--- config.mk ---
export PLATFORM = sky130hd
export DESIGN_NAME = decode_stage
export DESIGN_NICKNAME = d
export VERILOG_FILES = /design/src/rtl/decode_stage.sv
export SDC_FILE = /design/constraint.sdc
export NUM_CORES = 1
export LEC_CHECK = 0
export BUFFER_PORTS_ARGS = -buffer_cell sky130_fd_sc_hd__buf_2
export CORE_ASPECT_RATIO = 1.5
export CORE_MARGIN = 2
export CORE_UTILIZATION = 35
export CTS_CLUSTER_SIZE = 30
export DETAILED_ROUTE_END_ITERATION = 10
export PLACE_DENSITY = 0.55
export REMOVE_ABC_BUFFERS = 1
export SLEW_MARGIN = 20
export SYNTH_ARGS = -nofsm -noshare
export SYNTH_HDL_FRONTEND = slang
export SYNTH_SLANG_ARGS = --single-unit
--- constraint.sdc ---
create_clock -name clk -period 11.1 [get_ports clk]
set_input_delay 2.22 -clock clk [delete_from_list [all_inputs] [get_ports clk]]
set_output_delay 2.22 -clock clk [all_outputs]
set_load 0.1 [all_outputs]
--- src/rtl/decode_stage.sv ---
// rv32i decode / operand-read stage: decodes one instruction per cycle, reads the
// register file with write-back bypass, and stalls RAW/WAW hazards on a busy scoreboard.
module decode_stage (
  input  logic        clk,
  input  logic        rst,
  input  logic        in_valid,
  output logic        in_ready,
  input  logic [31:0] in_instr,
  input  logic [31:0] in_pc,
  output logic [4:0]  rf_raddr1,
  output logic [4:0]  rf_raddr2,
  input  logic [31:0] rf_rd1,
  input  logic [31:0] rf_rd2,
  input  logic        wb_we,
  input  logic [4:0]  wb_waddr,
  input  logic [31:0] wb_wdata,
  input  logic        flush,
  output logic        out_valid,
  input  logic        out_ready,
  output logic [31:0] out_pc,
  output logic [31:0] out_rs1_val,
  output logic [31:0] out_rs2_val,
  output logic [31:0] out_imm,
  output logic [4:0]  out_rd,
  output logic        out_rd_we,
  output logic [6:0]  out_opcode,
  output logic [2:0]  out_funct3,
  output logic        out_funct7b5,
  output logic        out_illegal
);
  localparam logic [6:0] OP_R    = 7'b0110011, OP_I   = 7'b0010011, OP_LD  = 7'b0000011,
                         OP_JALR = 7'b1100111, OP_ST  = 7'b0100011, OP_BR  = 7'b1100011,
                         OP_LUI  = 7'b0110111, OP_AUI = 7'b0010111, OP_JAL = 7'b1101111;

  typedef struct packed {
    logic [31:0] pc, rs1_val, rs2_val, imm;
    logic [4:0]  rd;
    logic        rd_we;
    logic [6:0]  opcode;
    logic [2:0]  funct3;
    logic        funct7b5, illegal;
  } bundle_t;

  bundle_t     d, q;
  logic        vld;
  logic [31:0] busy, busy_nxt;
  logic [6:0]  opc;
  logic [4:0]  rs1, rs2, rd;
  logic        use1, use2, wr, ill, rd_we;
  logic [31:0] imm;
  logic        byp1, byp2, byp_rd, haz1, haz2, waw, hazard, accept, xfer;

  assign opc = in_instr[6:0];
  assign rd  = in_instr[11:7];
  assign rs1 = in_instr[19:15];
  assign rs2 = in_instr[24:20];
  assign rf_raddr1 = rs1;
  assign rf_raddr2 = rs2;

  always_comb begin
    use1 = 1'b0; use2 = 1'b0; wr = 1'b0; ill = 1'b0; imm = '0;
    case (opc)
      OP_R: begin use1 = 1'b1; use2 = 1'b1; wr = 1'b1; end
      OP_I, OP_LD, OP_JALR: begin
        use1 = 1'b1; wr = 1'b1;
        imm = {{20{in_instr[31]}}, in_instr[31:20]};
      end
      OP_ST: begin
        use1 = 1'b1; use2 = 1'b1;
        imm = {{20{in_instr[31]}}, in_instr[31:25], in_instr[11:7]};
      end
      OP_BR: begin
        use1 = 1'b1; use2 = 1'b1;
        imm = {{19{in_instr[31]}}, in_instr[31], in_instr[7], in_instr[30:25], in_instr[11:8], 1'b0};
      end
      OP_LUI, OP_AUI: begin wr = 1'b1; imm = {in_instr[31:12], 12'b0}; end
      OP_JAL: begin
        wr = 1'b1;
        imm = {{11{in_instr[31]}}, in_instr[31], in_instr[19:12], in_instr[20], in_instr[30:21], 1'b0};
      end
      default: ill = 1'b1;
    endcase
  end

  assign rd_we  = wr && (rd != 5'd0);
  assign byp1   = wb_we && (wb_waddr == rs1);
  assign byp2   = wb_we && (wb_waddr == rs2);
  assign byp_rd = wb_we && (wb_waddr == rd);

  // The bundle sitting in the output register has not yet marked its rd busy.
  assign haz1 = use1 && (rs1 != 5'd0) &&
                ((busy[rs1] && !byp1) || (vld && q.rd_we && q.rd == rs1));
  assign haz2 = use2 && (rs2 != 5'd0) &&
                ((busy[rs2] && !byp2) || (vld && q.rd_we && q.rd == rs2));
  assign waw    = rd_we && busy[rd] && !byp_rd;
  assign hazard = in_valid && (haz1 || haz2 || waw);

  assign in_ready = !rst && !flush && !hazard && (!vld || out_ready);
  assign accept   = in_valid && in_ready;
  assign xfer     = vld && out_ready && !flush;

  always_comb begin
    d          = '0;
    d.pc       = in_pc;
    d.rs1_val  = (rs1 == 5'd0) ? 32'd0 : byp1 ? wb_wdata : rf_rd1;
    d.rs2_val  = (rs2 == 5'd0) ? 32'd0 : byp2 ? wb_wdata : rf_rd2;
    d.imm      = imm;
    d.rd       = rd;
    d.rd_we    = rd_we;
    d.opcode   = opc;
    d.funct3   = in_instr[14:12];
    d.funct7b5 = in_instr[30];
    d.illegal  = ill;
  end

  // Clear first so a same-cycle set of the same register wins.
  always_comb begin
    busy_nxt = busy;
    if (wb_we) busy_nxt[wb_waddr] = 1'b0;
    if (xfer && q.rd_we) busy_nxt[q.rd] = 1'b1;
    busy_nxt[0] = 1'b0;
  end

  always_ff @(posedge clk or posedge rst) begin
    if (rst) busy <= '0;
    else     busy <= busy_nxt;
  end

  always_ff @(posedge clk or posedge rst) begin
    if (rst) begin
      vld <= 1'b0;
      q   <= '0;
    end else if (flush) begin
      vld <= 1'b0;
    end else if (accept) begin
      vld <= 1'b1;
      q   <= d;
    end else if (xfer) begin
      vld <= 1'b0;
    end
  end

  assign out_valid    = vld;
  assign out_pc       = q.pc;
  assign out_rs1_val  = q.rs1_val;
  assign out_rs2_val  = q.rs2_val;
  assign out_imm      = q.imm;
  assign out_rd       = q.rd;
  assign out_rd_we    = q.rd_we;
  assign out_opcode   = q.opcode;
  assign out_funct3   = q.funct3;
  assign out_funct7b5 = q.funct7b5;
  assign out_illegal  = q.illegal;
endmodule

# [Yosys cells after proc, flatten, opt, wreduce, memory -nomap -nowiden]
# Cells that the tools add are included.
# W data, S select, Z words.
[word_totals] reg_bits=178 inputBits=171
[classes] magnitude_cmp=7 n_eq_ne=14 n_mux=24 bitwise_logic=4 n_reduce_logical=50
[op_table] cell="$mux W32" count=6
[op_table] cell="$pmux W32 S5" count=1
[op_table] cell="$and A32 B32 Y32" count=1
[op_table] cell="$not A32 Y32" count=1
[op_table] cell="$or A32 B32 Y32" count=1
[op_table] cell="$lt A5 B6 Y1 const B" count=5
[op_table] cell="$eq A5 B5 Y1" count=5
[op_table] cell="$logic_and A1 B1 Y1" count=25
[op_table] cell="$eq A7 B6 Y1 const B" count=3
[op_table] cell="$eq A7 B7 Y1 const B" count=3
[op_table] cell="$bmux W1 S5" count=3
[op_table] cell="$reduce_bool A5 Y1" count=3
[op_table] cell="$eq A7 B5 Y1 const B" count=2
[op_table] cell="$mux W1" count=12
[op_table] cell="$demux W1 S5" count=2
[op_table] cell="$ge A5 B1 Y1 const B" count=2
[op_table] cell="$logic_not A5 Y1" count=2
[op_table] cell="$reduce_or A9 Y1" count=1
[op_table] cell="$eq A7 B2 Y1 const B" count=1
[op_table] cell="$logic_not A1 Y1" count=7
[op_table] cell="$reduce_or A7 Y1" count=1
[op_table] cell="$reduce_or A3 Y1" count=2
[op_table] cell="$reduce_or A6 Y1" count=1
[op_table] cell="$logic_or A1 B1 Y1" count=5
[op_table] cell="other kinds (4)" count=4

# [Longest topological paths before layout]
[logic_depth] depth_word=15 mapped_depth=11 mapped_depth_nobuf=7

# [Least setup slack after synthesis]
# OpenSTA, ideal clock, no wires.
[synth_path] path_type="input -> output" start="input in_instr[17]" end="output in_ready" arrival_ns=5.936 required_ns=8.880 slack_ns=2.944 stages=7 cell_sequence="buf_1 -> mux4_2 -> mux2_2 -> a211o_1 -> a31oi_2 -> nand2_1 -> a21boi_0"
[synth_via] elab_chain_cells=12 elab_cells_between_ends=18 cone_classes="eq/ne: 2; mux: 2; reduce/logical: 14"
[synth_lines] item="start: declaration" line_no="8" rtl="input logic [31:0] in_instr,"
[synth_lines] item="parallel branches: the longest is 5 deep, another holds $bmux W1 S5"
[synth_lines] item="$logic_and A1 B1 Y1 (*)" line_no="91" rtl="assign haz1 = use1 && (rs1 != 5'd0) &&"
[synth_lines] item="$logic_or A1 B1 Y1 (*) (2 in a row)" line_no="96" rtl="assign hazard = in_valid && (haz1 || haz2 || waw);"
[synth_lines] item="$logic_and A1 B1 Y1 (*)" line_no="96"
[synth_lines] item="$logic_not A1 Y1 (*)" line_no="98" rtl="assign in_ready = !rst && !flush && !hazard && (!vld || out_ready);"
[synth_lines] item="$logic_and A1 B1 Y1 (*) (2 in a row)" line_no="98"
[synth_lines] item="end: declaration" line_no="7" rtl="output logic in_ready,"
# Every way passes the cells marked *. The select of a mux whose other input is x is not followed.

# [Worst setup path in the final report]
[layout_path] start="input in_instr[20]" end="output in_ready"
[layout_via] elab_chain_cells=12 elab_cells_between_ends=18 cone_classes="eq/ne: 2; mux: 2; reduce/logical: 14"
[layout_lines] item="parallel branches: the longest is 5 deep, another holds $bmux W1 S5"
[layout_lines] item="$logic_and A1 B1 Y1 (*)" line_no="93" rtl="assign haz2 = use2 && (rs2 != 5'd0) &&"
[layout_lines] item="$logic_or A1 B1 Y1 (*) (2 in a row)" line_no="96"
[layout_lines] item="$logic_and A1 B1 Y1 (*)" line_no="96"
[layout_lines] item="$logic_not A1 Y1 (*)" line_no="98"
[layout_lines] item="$logic_and A1 B1 Y1 (*) (2 in a row)" line_no="98"
# Marks and branches as above.

==> impl_results.md <==
* Outcome: completed
* Cell with the largest stage delay on the worst path: mux4_2
* Count of boundary I/O pins at 329
* Worst setup skew after layout at 16.1 ps
* Crit path largest cell delay at 580 ps
* Via total after detailed routing at 7677
* Proportion of layout cells with a drive suffix above 1 at 45.9%
* Category of the critical setup timing path: input pin to primary output
* Post-layout util at 43.0%
* Number of DRC violations after detailed routing at 0
* Hpwl dp at 22500 µm
* Time the worst path needs with I/O delays and setup at 7230 ps
* Detail-routed via count per cell at 5.18
* Port buffer count at 328
* Fmax at 138 MHz
* Longest Clk Path Bufs at 2
* FILL cells at 2750
* Area of the mapped netlist at 10100 µm²
* Clk_lat worst skew at 450 ps
* Area inside the core boundary at 28500 µm²
* Unrepaired setup endpoints after global routing: no
* Cell Pwr Density at 213 nW/µm²
* Antenna violation net count after detailed routing at 0
* Transition time of the tightest slew-check pin at 1110 ps
* Clock sink total at 178
* CP max FO at 18
* Worst slack after detailed placement at 3940 ps
* Number of library cell types mapped by synthesis at 56
* Maximum number of pins on one net before global-route repair at 148
* Routed length on met1 at 12400 µm
* Post-synthesis sequential element count at 178
* CTS tree: yes
* Syn. warnings at 0
* Relative max-transition margin at 26.3%
* Routed WL at 31500 µm
* Least setup slack across all paths after layout at 3870 ps
* Maximum VDD drop at 98.4 µV
* Clock-pin slew on the worst setup and hold paths at 70 ps
* Number of setup violations in the final report at 0
* Setup TNS after final layout at 0 ps
* Starting DRC count in detailed routing at 373
* Worst Path Arrival at 5010 ps
* Flip-flop cell with the highest count after synthesis: dfrtp_1
* Post-synth EDFFs at 0
* Worst setup SP type: input pin
* Type of the tightest min-delay check: flip-flop to flip-flop
* Vert. Die Dim at 212 µm
* Wire length of the first global-routing pass at 46600 µm
* Count of antenna diodes in the layout at 0
* Most common cell after layout, fill and taps aside: buf_2
* CP required at 8880 ps
* Total of cells resized after clock tree synthesis at 0
* Number of antenna violations at the first check in global routing at 1
* Hold Violations, Final at 0
* Gp weighted congestion at 0.898
* Hold-fix buffer count after cts at 0
* Cell chain of the critical path: buf_2, mux4_2, o21ba_2, a221oi_2, nor4b_1, a41oi_1, nand2_1, a21boi_0, buf_2
* Overall fraction of global-route tracks in use at 20.7%
* Number of H-tree levels at 4
* Wire length on met3 at 1850 µm
* Avg WL per Cell at 21.2 µm
* Die width at 142 µm
* Leakage power total at 6.17 nW
* Final Cycle Share at 65.1%
* Vias in the first global route at 7698
* Setup repair bufs after CTS at 0
* CTS buffer count at 17
* Max Cap Viol at 0
* Highest routed metal layer: met5
* Gr ovfl total at 0
* Most frequent CP cell: buf_2
* Cell count after synthesis at 837
* Area delta synth->final at 22.1%
* Total met2 wirelength after detailed routing at 16000 µm
* Number of nets in the layout at 1291
* Post-Place Cell Area at 11700 µm²
* Slew Limit Fails at 0
* Crit path capture type: primary output
* Area of the die at 30100 µm²
* Async set-reset flop share out of synthesis at 100%
* Top library cells by usage in the layout, fill and taps aside: 328 x buf_2, 178 x dfrtp_1, 108 x mux2i_1
* Root Buffer Master: clkbuf_16
* Placement row count at 76
* Pre-antenna DRT Iters at 4
* Starting density of the core at 35.2%
* Post-route cell area at 12300 µm²
* Share of synthesized area occupied by flip-flops and latches at 44.3%
* Avg Cell Area, Syn at 12.0 µm²
-- power by group --
part | switching, mW | internal, mW | leakage [nW]
Sequential | 0.0726 | 0.749 | 2.24
Combinational | 0.936 | 0.247 | 3.65
Clock | 0.278 | 0.334 | 0.278
Total | 1.29 | 1.33 | 6.17
-- per-layer routing --
metal  vias to the layer above  track usage, %
li1                       3513               -
met5                         -               0
met4                         2            9.53
met1                      3807            24.6
met3                        61            4.07
met2                       294            36.0
-- cell type report --
type                            count  area (µm²)  share of cell area [%]
Multi-Input combinational cell    554        4960                    40.4
Sequential cell                   178        4450                    36.3
Timing Repair Buffer              335        1710                    13.9
Tap cell                          351         439                    3.58
Clock buffer                       17         425                    3.47
Clock inverter                     14         156                    1.27
Inverter                           34         133                    1.08
-- through the flow --
step           cells  power (mW)  hold slack (ps)
3_3_place_gp    1452        2.01              484
3_5_place_dp    1452        2.02              486
5_1_grt         1483        2.70              516
6_report        1483        2.62              503
2_1_floorplan    766        1.78              497
4_1_cts         1483        2.64              505
-- worst paths after layout --
check	start	to	slack (ps)	depth (start not counted)
max	in_instr[20]	in_ready	3870	9
min	out_rs1_val[13]	out_rs1_val[13]	500	1
max reg2reg	out_rd[3]	out_rs1_val[14]	7800	8
min reg2reg	out_rs1_val[13]	out_rs1_val[13]	500	1
max in group asynchronous	rst	out_imm[14]	7850	3
min in group asynchronous	rst	busy[10]	1920	2
-- sequential cells by signal, indices dropped and copies added (netlist names) --
name and count:
out_rs1_val 32, out_imm 32, out_pc 32, busy 31, out_rd 5, out_valid 1
out_rd_we 1, out_funct7b5 1, out_funct3 3, out_opcode 7, out_rs2_val 32, out_illegal 1
-- cell families (layout without fill, tap and decap cells) --
logic type	Yosys count	count (layout)	synth area share, %
AO/OA/AOI/OAI	116	116	6.74
XOR/XNOR	25	25	2.18
buffers and inverters	105	400	6.47
flip-flops	178	178	44.3
multiplexers	248	248	32.1
AND/OR/NAND/NOR	165	165	8.21
-- critical path: cells and delay by family --
kind	cells	cell delay, ps
compound gates	4	1140
buf+inv	2	890
mux	1	580
simple gates	2	180
-- synth_stat cells, types with 3 or more instances --
library cell | instances | area, µm²
a21oi_1 | 22 | 110
a22o_1 | 4 | 35.0
and2_1 | 3 | 18.8
buf_1 | 9 | 33.8
buf_12 | 11 | 220
buf_2 | 8 | 40.0
buf_4 | 10 | 75.1
buf_6 | 4 | 45.0
clkbuf_1 | 29 | 109
dfrtp_1 | 178 | 4450
inv_1 | 34 | 128
mux2_2 | 22 | 248
mux2_4 | 102 | 1530
mux2i_1 | 108 | 1080
mux4_2 | 14 | 315
nand2_1 | 23 | 86.3
nand2b_1 | 3 | 18.8
nand3_1 | 9 | 45.0
nand3b_1 | 14 | 105
nand4_1 | 3 | 18.8
nor2_1 | 78 | 293
nor2b_1 | 3 | 18.8
nor3_1 | 4 | 20.0
nor4_1 | 4 | 25.0
o21ai_0 | 68 | 340
or3_1 | 3 | 18.8
or3b_2 | 4 | 35.0
xnor2_1 | 11 | 96.3
xor2_1 | 14 | 123
(Power assumes the default switching activity.)
